<file path="config.mk">
export PLATFORM = sky130hd
export DESIGN_NAME = rle_pack_flat
export DESIGN_NICKNAME = d
export VERILOG_FILES = /design/src/rtl/rle_pack_pkg.sv /design/src/rtl/rle_pack_if.sv /design/src/rtl/rle_pack_fifo.sv /design/src/rtl/rle_pack.sv /design/src/flat_wrapper.sv
export SDC_FILE = /design/constraint.sdc
export NUM_CORES = 1
export LEC_CHECK = 0
export CAP_MARGIN = 15
export CORE_ASPECT_RATIO = 0.7
export CORE_MARGIN = 2
export CORE_UTILIZATION = 55
export DETAILED_ROUTE_END_ITERATION = 12
export HOLD_SLACK_MARGIN = 0.06
export PLACE_DENSITY = 0.77
export SLEW_MARGIN = 5
export SYNTH_ARGS = -nofsm -noshare
export SYNTH_HDL_FRONTEND = slang
export SYNTH_SLANG_ARGS = --single-unit
</file>
<file path="constraint.sdc">
create_clock -name core_clk -period 3 [get_ports core_clk]
set_input_delay 0.6 -clock core_clk [delete_from_list [all_inputs] [get_ports core_clk]]
set_output_delay 0.6 -clock core_clk [all_outputs]
set_load 0.01 [all_outputs]
</file>
<file path="src/rtl/rle_pack_pkg.sv">
// Shared types and constants for the RLE token packer.
package rle_pkg;

    typedef enum logic [1:0] {
        IDLE,
        RUN,
        FLUSH,
        DONE
    } rle_state_e;

    localparam int          RLE_CNT_FLAG      = 15;
    localparam logic [15:0] PAD_TOKEN         = 16'(1 << RLE_CNT_FLAG);
    localparam logic [23:0] DEFAULT_MAX_WORDS = 24'h800000;

    // Second token lands in the upper half of the memory word.
    function automatic logic [31:0] pack_pair(input logic [15:0] second,
                                              input logic [15:0] first);
        return {second, first};
    endfunction

endpackage

</file>
<file path="src/rtl/rle_pack_if.sv">
// Token input and memory-writer handshake bundle for rle_pack.
interface rle_pack_if;

    logic [15:0] rle_data;
    logic        rle_valid;
    logic [31:0] mem_data;
    logic        mem_valid;
    logic        mem_ready;

    modport master (
        output rle_data,
        output rle_valid,
        output mem_ready,
        input  mem_data,
        input  mem_valid
    );

    modport slave (
        input  rle_data,
        input  rle_valid,
        input  mem_ready,
        output mem_data,
        output mem_valid
    );

endinterface

</file>
<file path="src/rtl/rle_pack_fifo.sv">
// First-word-fall-through FIFO of 32-bit packed words with synchronous clear.
module rle_pack_fifo #(
    parameter int DEPTH = 16
) (
    input  logic                   clk,
    input  logic                   rst,
    input  logic                   clear,
    input  logic                   push,
    input  logic                   pop,
    input  logic [31:0]            din,
    output logic [31:0]            dout,
    output logic                   empty,
    output logic                   full,
    output logic [$clog2(DEPTH):0] count
);

    localparam int          AW        = $clog2(DEPTH);
    localparam logic [AW:0] DEPTH_CNT = (AW + 1)'(DEPTH);

    logic [31:0]   mem_q [DEPTH];
    logic [AW-1:0] wr_ptr_q;
    logic [AW-1:0] rd_ptr_q;
    logic [AW:0]   count_q;
    logic          do_push;
    logic          do_pop;

    assign empty   = (count_q == '0);
    assign full    = (count_q == DEPTH_CNT);
    assign count   = count_q;
    assign do_pop  = pop && !empty;
    assign do_push = push && (!full || do_pop);
    // Empty head reads as zero so the output never shows stale storage.
    assign dout    = empty ? '0 : mem_q[rd_ptr_q];

    always_ff @(posedge clk or posedge rst) begin
        if (rst) begin
            wr_ptr_q <= '0;
            rd_ptr_q <= '0;
            count_q  <= '0;
        end else if (clear) begin
            wr_ptr_q <= '0;
            rd_ptr_q <= '0;
            count_q  <= '0;
        end else begin
            if (do_push) wr_ptr_q <= wr_ptr_q + 1'b1;
            if (do_pop)  rd_ptr_q <= rd_ptr_q + 1'b1;
            case ({do_push, do_pop})
                2'b10:   count_q <= count_q + 1'b1;
                2'b01:   count_q <= count_q - 1'b1;
                default: count_q <= count_q;
            endcase
        end
    end

    always_ff @(posedge clk) begin
        if (do_push) mem_q[wr_ptr_q] <= din;
    end

endmodule

</file>
<file path="src/rtl/rle_pack.sv">
// Packs 16-bit RLE tokens in pairs into 32-bit words and manages the capture window.
// Define RLE_PACK_FLUSH_EN to pad and push a pending half word on flush instead of discarding it.
module rle_pack
    import rle_pkg::*;
#(
    parameter int          FIFO_DEPTH = 16,
    parameter logic [23:0] MAX_WORDS  = DEFAULT_MAX_WORDS
) (
    input  logic             core_clk,
    input  logic             core_rst,
    input  logic             start,
    input  logic             stop,
    rle_pack_if.slave        bus,
    output logic [23:0]      words_written,
    output logic             overflow,
    output logic             busy,
    output logic             done
);

    rle_state_e  state_q, state_d;
    logic [15:0] half_reg_q, half_reg_d;
    logic        half_pend_q, half_pend_d;
    logic [23:0] words_q, words_d;
    logic        overflow_q, overflow_d;

    logic        clear;
    logic        accept;
    logic        pair_push;
    logic        pad_push;
    logic        push_req;
    logic        push_ok;
    logic        pop;
    logic [31:0] push_word;
    logic [23:0] words_inc;
    logic [31:0] fifo_dout;
    logic        fifo_empty;
    logic        fifo_full;
    logic [$clog2(FIFO_DEPTH):0] fifo_count;
    logic        unused_count;

    assign pop       = bus.mem_valid && bus.mem_ready;
    assign accept    = (state_q == RUN) && bus.rle_valid;
    assign pair_push = accept && half_pend_q;

`ifdef RLE_PACK_FLUSH_EN
    assign pad_push  = (state_q == FLUSH) && half_pend_q;
`else
    assign pad_push  = 1'b0;
`endif

    assign push_req  = pair_push || pad_push;
    assign push_word = pair_push ? pack_pair(bus.rle_data, half_reg_q)
                                 : pack_pair(PAD_TOKEN, half_reg_q);
    // A full FIFO still takes a word when its head leaves in the same cycle.
    assign push_ok   = push_req && (!fifo_full || pop);
    assign words_inc = (words_q == MAX_WORDS) ? words_q : words_q + 24'd1;

    always_ff @(posedge core_clk or posedge core_rst) begin
        if (core_rst) begin
            state_q     <= IDLE;
            half_reg_q  <= '0;
            half_pend_q <= 1'b0;
            words_q     <= '0;
            overflow_q  <= 1'b0;
        end else begin
            state_q     <= state_d;
            half_reg_q  <= half_reg_d;
            half_pend_q <= half_pend_d;
            words_q     <= words_d;
            overflow_q  <= overflow_d;
        end
    end

    always_comb begin
        state_d     = state_q;
        half_reg_d  = half_reg_q;
        half_pend_d = half_pend_q;
        words_d     = words_q;
        overflow_d  = overflow_q;
        clear       = 1'b0;

        if (push_ok)              words_d    = words_inc;
        if (push_req && !push_ok) overflow_d = 1'b1;

        if (accept) begin
            if (half_pend_q) begin
                half_pend_d = 1'b0;
            end else begin
                half_reg_d  = bus.rle_data;
                half_pend_d = 1'b1;
            end
        end

        case (state_q)
            IDLE, DONE: begin
                if (start) begin
                    state_d     = RUN;
                    clear       = 1'b1;
                    words_d     = '0;
                    overflow_d  = 1'b0;
                    half_reg_d  = '0;
                    half_pend_d = 1'b0;
                end
            end
            RUN: begin
                if (stop || (push_ok && words_inc == MAX_WORDS)) state_d = FLUSH;
            end
            FLUSH: begin
                // Any half word is either padded out or dropped on the first flush cycle.
                half_pend_d = 1'b0;
                if (!half_pend_q && fifo_empty) state_d = DONE;
            end
            default: state_d = IDLE;
        endcase
    end

    rle_pack_fifo #(
        .DEPTH (FIFO_DEPTH)
    ) u_fifo (
        .clk   (core_clk),
        .rst   (core_rst),
        .clear (clear),
        .push  (push_ok),
        .pop   (pop),
        .din   (push_word),
        .dout  (fifo_dout),
        .empty (fifo_empty),
        .full  (fifo_full),
        .count (fifo_count)
    );

    assign unused_count  = ^fifo_count;

    assign bus.mem_data  = fifo_dout;
    assign bus.mem_valid = !fifo_empty;
    assign words_written = words_q;
    assign overflow      = overflow_q;
    assign busy          = (state_q == RUN) || (state_q == FLUSH);
    assign done          = (state_q == DONE);

endmodule

</file>
<file path="src/flat_wrapper.sv">
// flat-port wrapper written by rule: the top's interface ports become plain ports
module rle_pack_flat import rle_pkg::*;
#(
    parameter int          FIFO_DEPTH = 16,
    parameter logic [23:0] MAX_WORDS  = DEFAULT_MAX_WORDS
)
  (core_clk, core_rst, start, stop, words_written, overflow, busy, done, bus_rle_data, bus_rle_valid, bus_mem_ready, bus_mem_data, bus_mem_valid);
  rle_pack_if bus_i ();
  input  logic core_clk;
  input  logic core_rst;
  input  logic start;
  input  logic stop;
  output logic [23:0] words_written;
  output logic overflow;
  output logic busy;
  output logic done;
  input wire logic [$bits(bus_i.rle_data)-1:0] bus_rle_data;
  input wire logic [$bits(bus_i.rle_valid)-1:0] bus_rle_valid;
  input wire logic [$bits(bus_i.mem_ready)-1:0] bus_mem_ready;
  output wire logic [$bits(bus_i.mem_data)-1:0] bus_mem_data;
  output wire logic [$bits(bus_i.mem_valid)-1:0] bus_mem_valid;
  assign bus_i.rle_data = bus_rle_data;
  assign bus_i.rle_valid = bus_rle_valid;
  assign bus_i.mem_ready = bus_mem_ready;
  assign bus_mem_data = bus_i.mem_data;
  assign bus_mem_valid = bus_i.mem_valid;
  rle_pack #(.FIFO_DEPTH(FIFO_DEPTH), .MAX_WORDS(MAX_WORDS)) u_core (.core_clk(core_clk), .core_rst(core_rst), .start(start), .stop(stop), .bus(bus_i), .words_written(words_written), .overflow(overflow), .busy(busy), .done(done));
endmodule
</file>
==> metrics.yaml <==
r2r-start: "u_core.words_written[0]$_DFF_PP0_"
cp.arrival_ns: 2.87
start_kind: "register"
synthTopCellsByCount: "512 x edfxtp_1, 160 x mux4_2, 60 x and2_1, 60 x nor2_1, 57 x dfrtp_1"
register_area_um2: 16800
p_seq_share_pct: 40.6
grt_max_degree: 58
required_ns: 2.40
synth_compound_area_share_pct: 1.59
relSlewSlack_pct: 49.3
min_path_type: "in -> async"
die_h_um: 175
failed_checks: "setup timing"
cp_max_fo: 8
first_pass_iters: 5
power_mw: 23.4
fin_cells: 1957
fill_cells: 2551
ys_ff_latch: 569
h-tree-depth: 2
grt_remaining_overflow: 0
synth.most_common_cell: "edfxtp_1"
vdd_drop_max_uv: 658
syn_nets: 1217
status: "finished, violations left"
rsz0062_at_grt: "yes"
antenna_found_initial: 4
start_util_pct: 56.0
post-route-drc-count: 0
synthXorXnorAreaFrac_pct: 1.48
cts_made_buffers: 50
core_um2: 41100
clk_latency_ns: 0.59
p_leak_nw: 9.41
drive_gt1_share_pct: 32.7
placed_cells: 1822
synth-async-reset-ratio_pct: 10.0
worstRegToRegCells: 9
cp_cell_sequence: "buf_12 > buf_12 > buf_12 > mux4_2 > mux4_2 > and2_4 > buf_6"
ant_nets: 0
synthAdderAreaFrac_pct: 0.957
num_rows: 62
power_density_nw_per_um2: 839
setup_viol: 32
die-area_um2: 43500
end_kind: "output port"
yosysTopAreaCell: "edfxtp_1"
slew_viol_final: 0
hpwl_mm: 31.4
syn-cell-area_um2: 23000
synthFlopType: "edfxtp_1"
synthMuxAreaShare_pct: 15.8
slowest_delay_ns: 0.55
max_freq_mhz: 288
num_vias: 12400
ys_seq_area_share_pct: 73.0
grt_util_all_layers_pct: 26.6
syn2layout_area_growth_pct: 20.9
worst_hold_slack_ns: 0.393
holdBufCountCts: 0
ios: 82
syn_avg_cell_area_um2: 19.5
critPathKind: "reg -> out"
vias_per_cell: 6.34
path_common_cell: "buf_12"
fin_nets: 1408
critPathTopFamily: "multiplexers"
slowest_stage: "mux4_2"
yosysWarnings: 0
cts_num_sinks: 569
fin_skew_ns: 0.0166
grt_pass1_wl_mm: 84.2
synthCells: 1178
fin_crit_ns: 3.47
timing.final.crit_share_pct: 116
gp_congestion: 0.824
clkTransAtPathRegs_ns: 0.06
ys_types: 56
root_buffer: "clkbuf_16"
pwr-share-clk_pct: 28.7
swShare_pct: 27.0
worst_pin_slew_ns: 0.760
pwr-share-comb_pct: 30.8
hold_viol_final: 0
synth_edf_count: 512
drt_wl_total_mm: 56.9
cp_num_buf_inv: 4
multi_input_area_um2: 5960
dr.first_iter.drc_count: 1475
synth-simple-area-share_pct: 5.47
cts_buffer_depth: 3
final.setup.tns_ns: -12.20
ff2ff_setup_slack_ns: 0.12
power.switching_mw: 6.30
final.setup.worst_slack_ns: -0.475
cts_tree: "yes"
p_int_mw: 17.1
drv_cap: 0
die_x_um: 249
port_buffers: 81
grt_pass1_vias: 12600
reg2reg_to: "u_core.state_q[1]$_DFFE_PP0P_"
synth_top_area_share_pct: 66.8
synth_area_leaders: "edfxtp_1 67%, mux4_2 16%, dfrtp_1 6.2%"
synth_top_family_by_area: "multiplexers"
wl_per_cell_um: 29.1
[through the flow]
step | setup slack (ns) | cell area, µm² | util (%)
after floorplan | -0.0376 | 23000 | -
after global placement | -0.117 | 25400 | 61.8
after detailed placement | -0.199 | 25400 | 61.8
after CTS | -0.472 | 27700 | 67.4
after global routing | -0.522 | 27800 | 67.7
final | -0.475 | 27800 | 67.7
[final cells by class]
class / instances / area share (%)
Sequential cell: 569 / 60.4
Multi-Input combinational cell: 518 / 21.4
Timing Repair Buffer: 212 / 9.36
Clock buffer: 62 / 4.89
Tap cell: 544 / 2.45
Clock inverter: 31 / 1.22
Inverter: 18 / 0.243
Antenna cell: 3 / 0.0270
[repair_timing]
action / 4_1_cts / 5_1_grt
setup endpoints to repair: 33 / 36
gates resized for setup: 200 / 36
pin swaps: 5 / 4
setup buffers: 30 / 7
cloned: 8 / 1
[power groups by stage]
stage | Sequential, mW | Combinational, mW | Clock, mW
after floorplan | 9.45 | 3.62 | 0
after global placement | 9.59 | 5.86 | 0
after detailed placement | 9.62 | 5.94 | 0
after CTS | 9.45 | 7.01 | 6.75
final | 9.47 | 7.19 | 6.69
after global routing | 9.51 | 7.62 | 7.07
[worst max path at each step]
stage,startpoint,endpoint,depth (start not counted)
6_report,u_core.u_fifo.rd_ptr_q[0]$_DFFE_PP0P_,bus_mem_data[12],7
5_1_grt,u_core.u_fifo.rd_ptr_q[0]$_DFFE_PP0P_,bus_mem_data[12],7
4_1_cts,u_core.u_fifo.rd_ptr_q[0]$_DFFE_PP0P_,bus_mem_data[10],8
3_5_place_dp,bus_rle_valid,u_core.state_q[1]$_DFFE_PP0P_,10
3_3_place_gp,bus_rle_valid,u_core.state_q[1]$_DFFE_PP0P_,10
2_1_floorplan,u_core.u_fifo.count[1]$_DFFE_PP0P_,u_core.u_fifo.count[4]$_DFFE_PP0P_,12
[routing by layer]
metal  up-vias  track usage, %  share of wire (%)
met2       670            42.1                 48
met4         0            7.63                2.5
li1       5101               -                  -
met3       102            4.42                8.8
met1      6529            39.0                 41
met5         -               0                  0
[cells by family after synthesis]
kind of cell / count (synthesis)
flip-flops: 569
AND/OR/NAND/NOR: 238
multiplexers: 164
buffers and inverters: 91
AO/OA/AOI/OAI: 60
XOR/XNOR: 39
adder cells (fa/ha/maj): 17
[cell usage in the layout, fill, tap and decap left out, drive strengths merged, types with 7 or more instances in the layout]
| cell type | n |
|---|---|
| clkdlybuf4s50 | 48 |
| nand4 | 12 |
| nand2 | 52 |
| nor2 | 60 |
| mux4 | 160 |
| xor2 | 22 |
| and3 | 9 |
| nor4 | 8 |
| dfrtp | 57 |
| clkinv | 18 |
| bufinv | 7 |
| o21ai | 8 |
| clkbuf | 63 |
| nor3 | 8 |
| xnor2 | 17 |
| edfxtp | 512 |
| a21oi | 30 |
| inv | 18 |
| buf | 162 |
| nand3 | 10 |
| and2 | 60 |
| ha | 16 |
[flip-flops by register name, indices dropped and copies added, names as in the netlist]
register / count
u_core.u_fifo.rd_ptr_q: 4
u_core.half_pend_q: 1
u_core.u_fifo.count: 5
u_core.overflow: 1
u_core.u_fifo.mem_q: 512
u_core.words_written: 24
u_core.state_q: 2
u_core.half_reg_q: 16
u_core.u_fifo.wr_ptr_q: 4
[worst register-to-register path: cells and delay by family (launching register included)]
kind | cells | cell delay [ns]
fa+ha+maj | 1 | 0.23
buf+inv | 1 | 0.17
compound gates | 6 | 1.43
flops | 1 | 0.39
simple gates | 1 | 0.56
No activity file was read; power rests on OpenSTA's default activity.
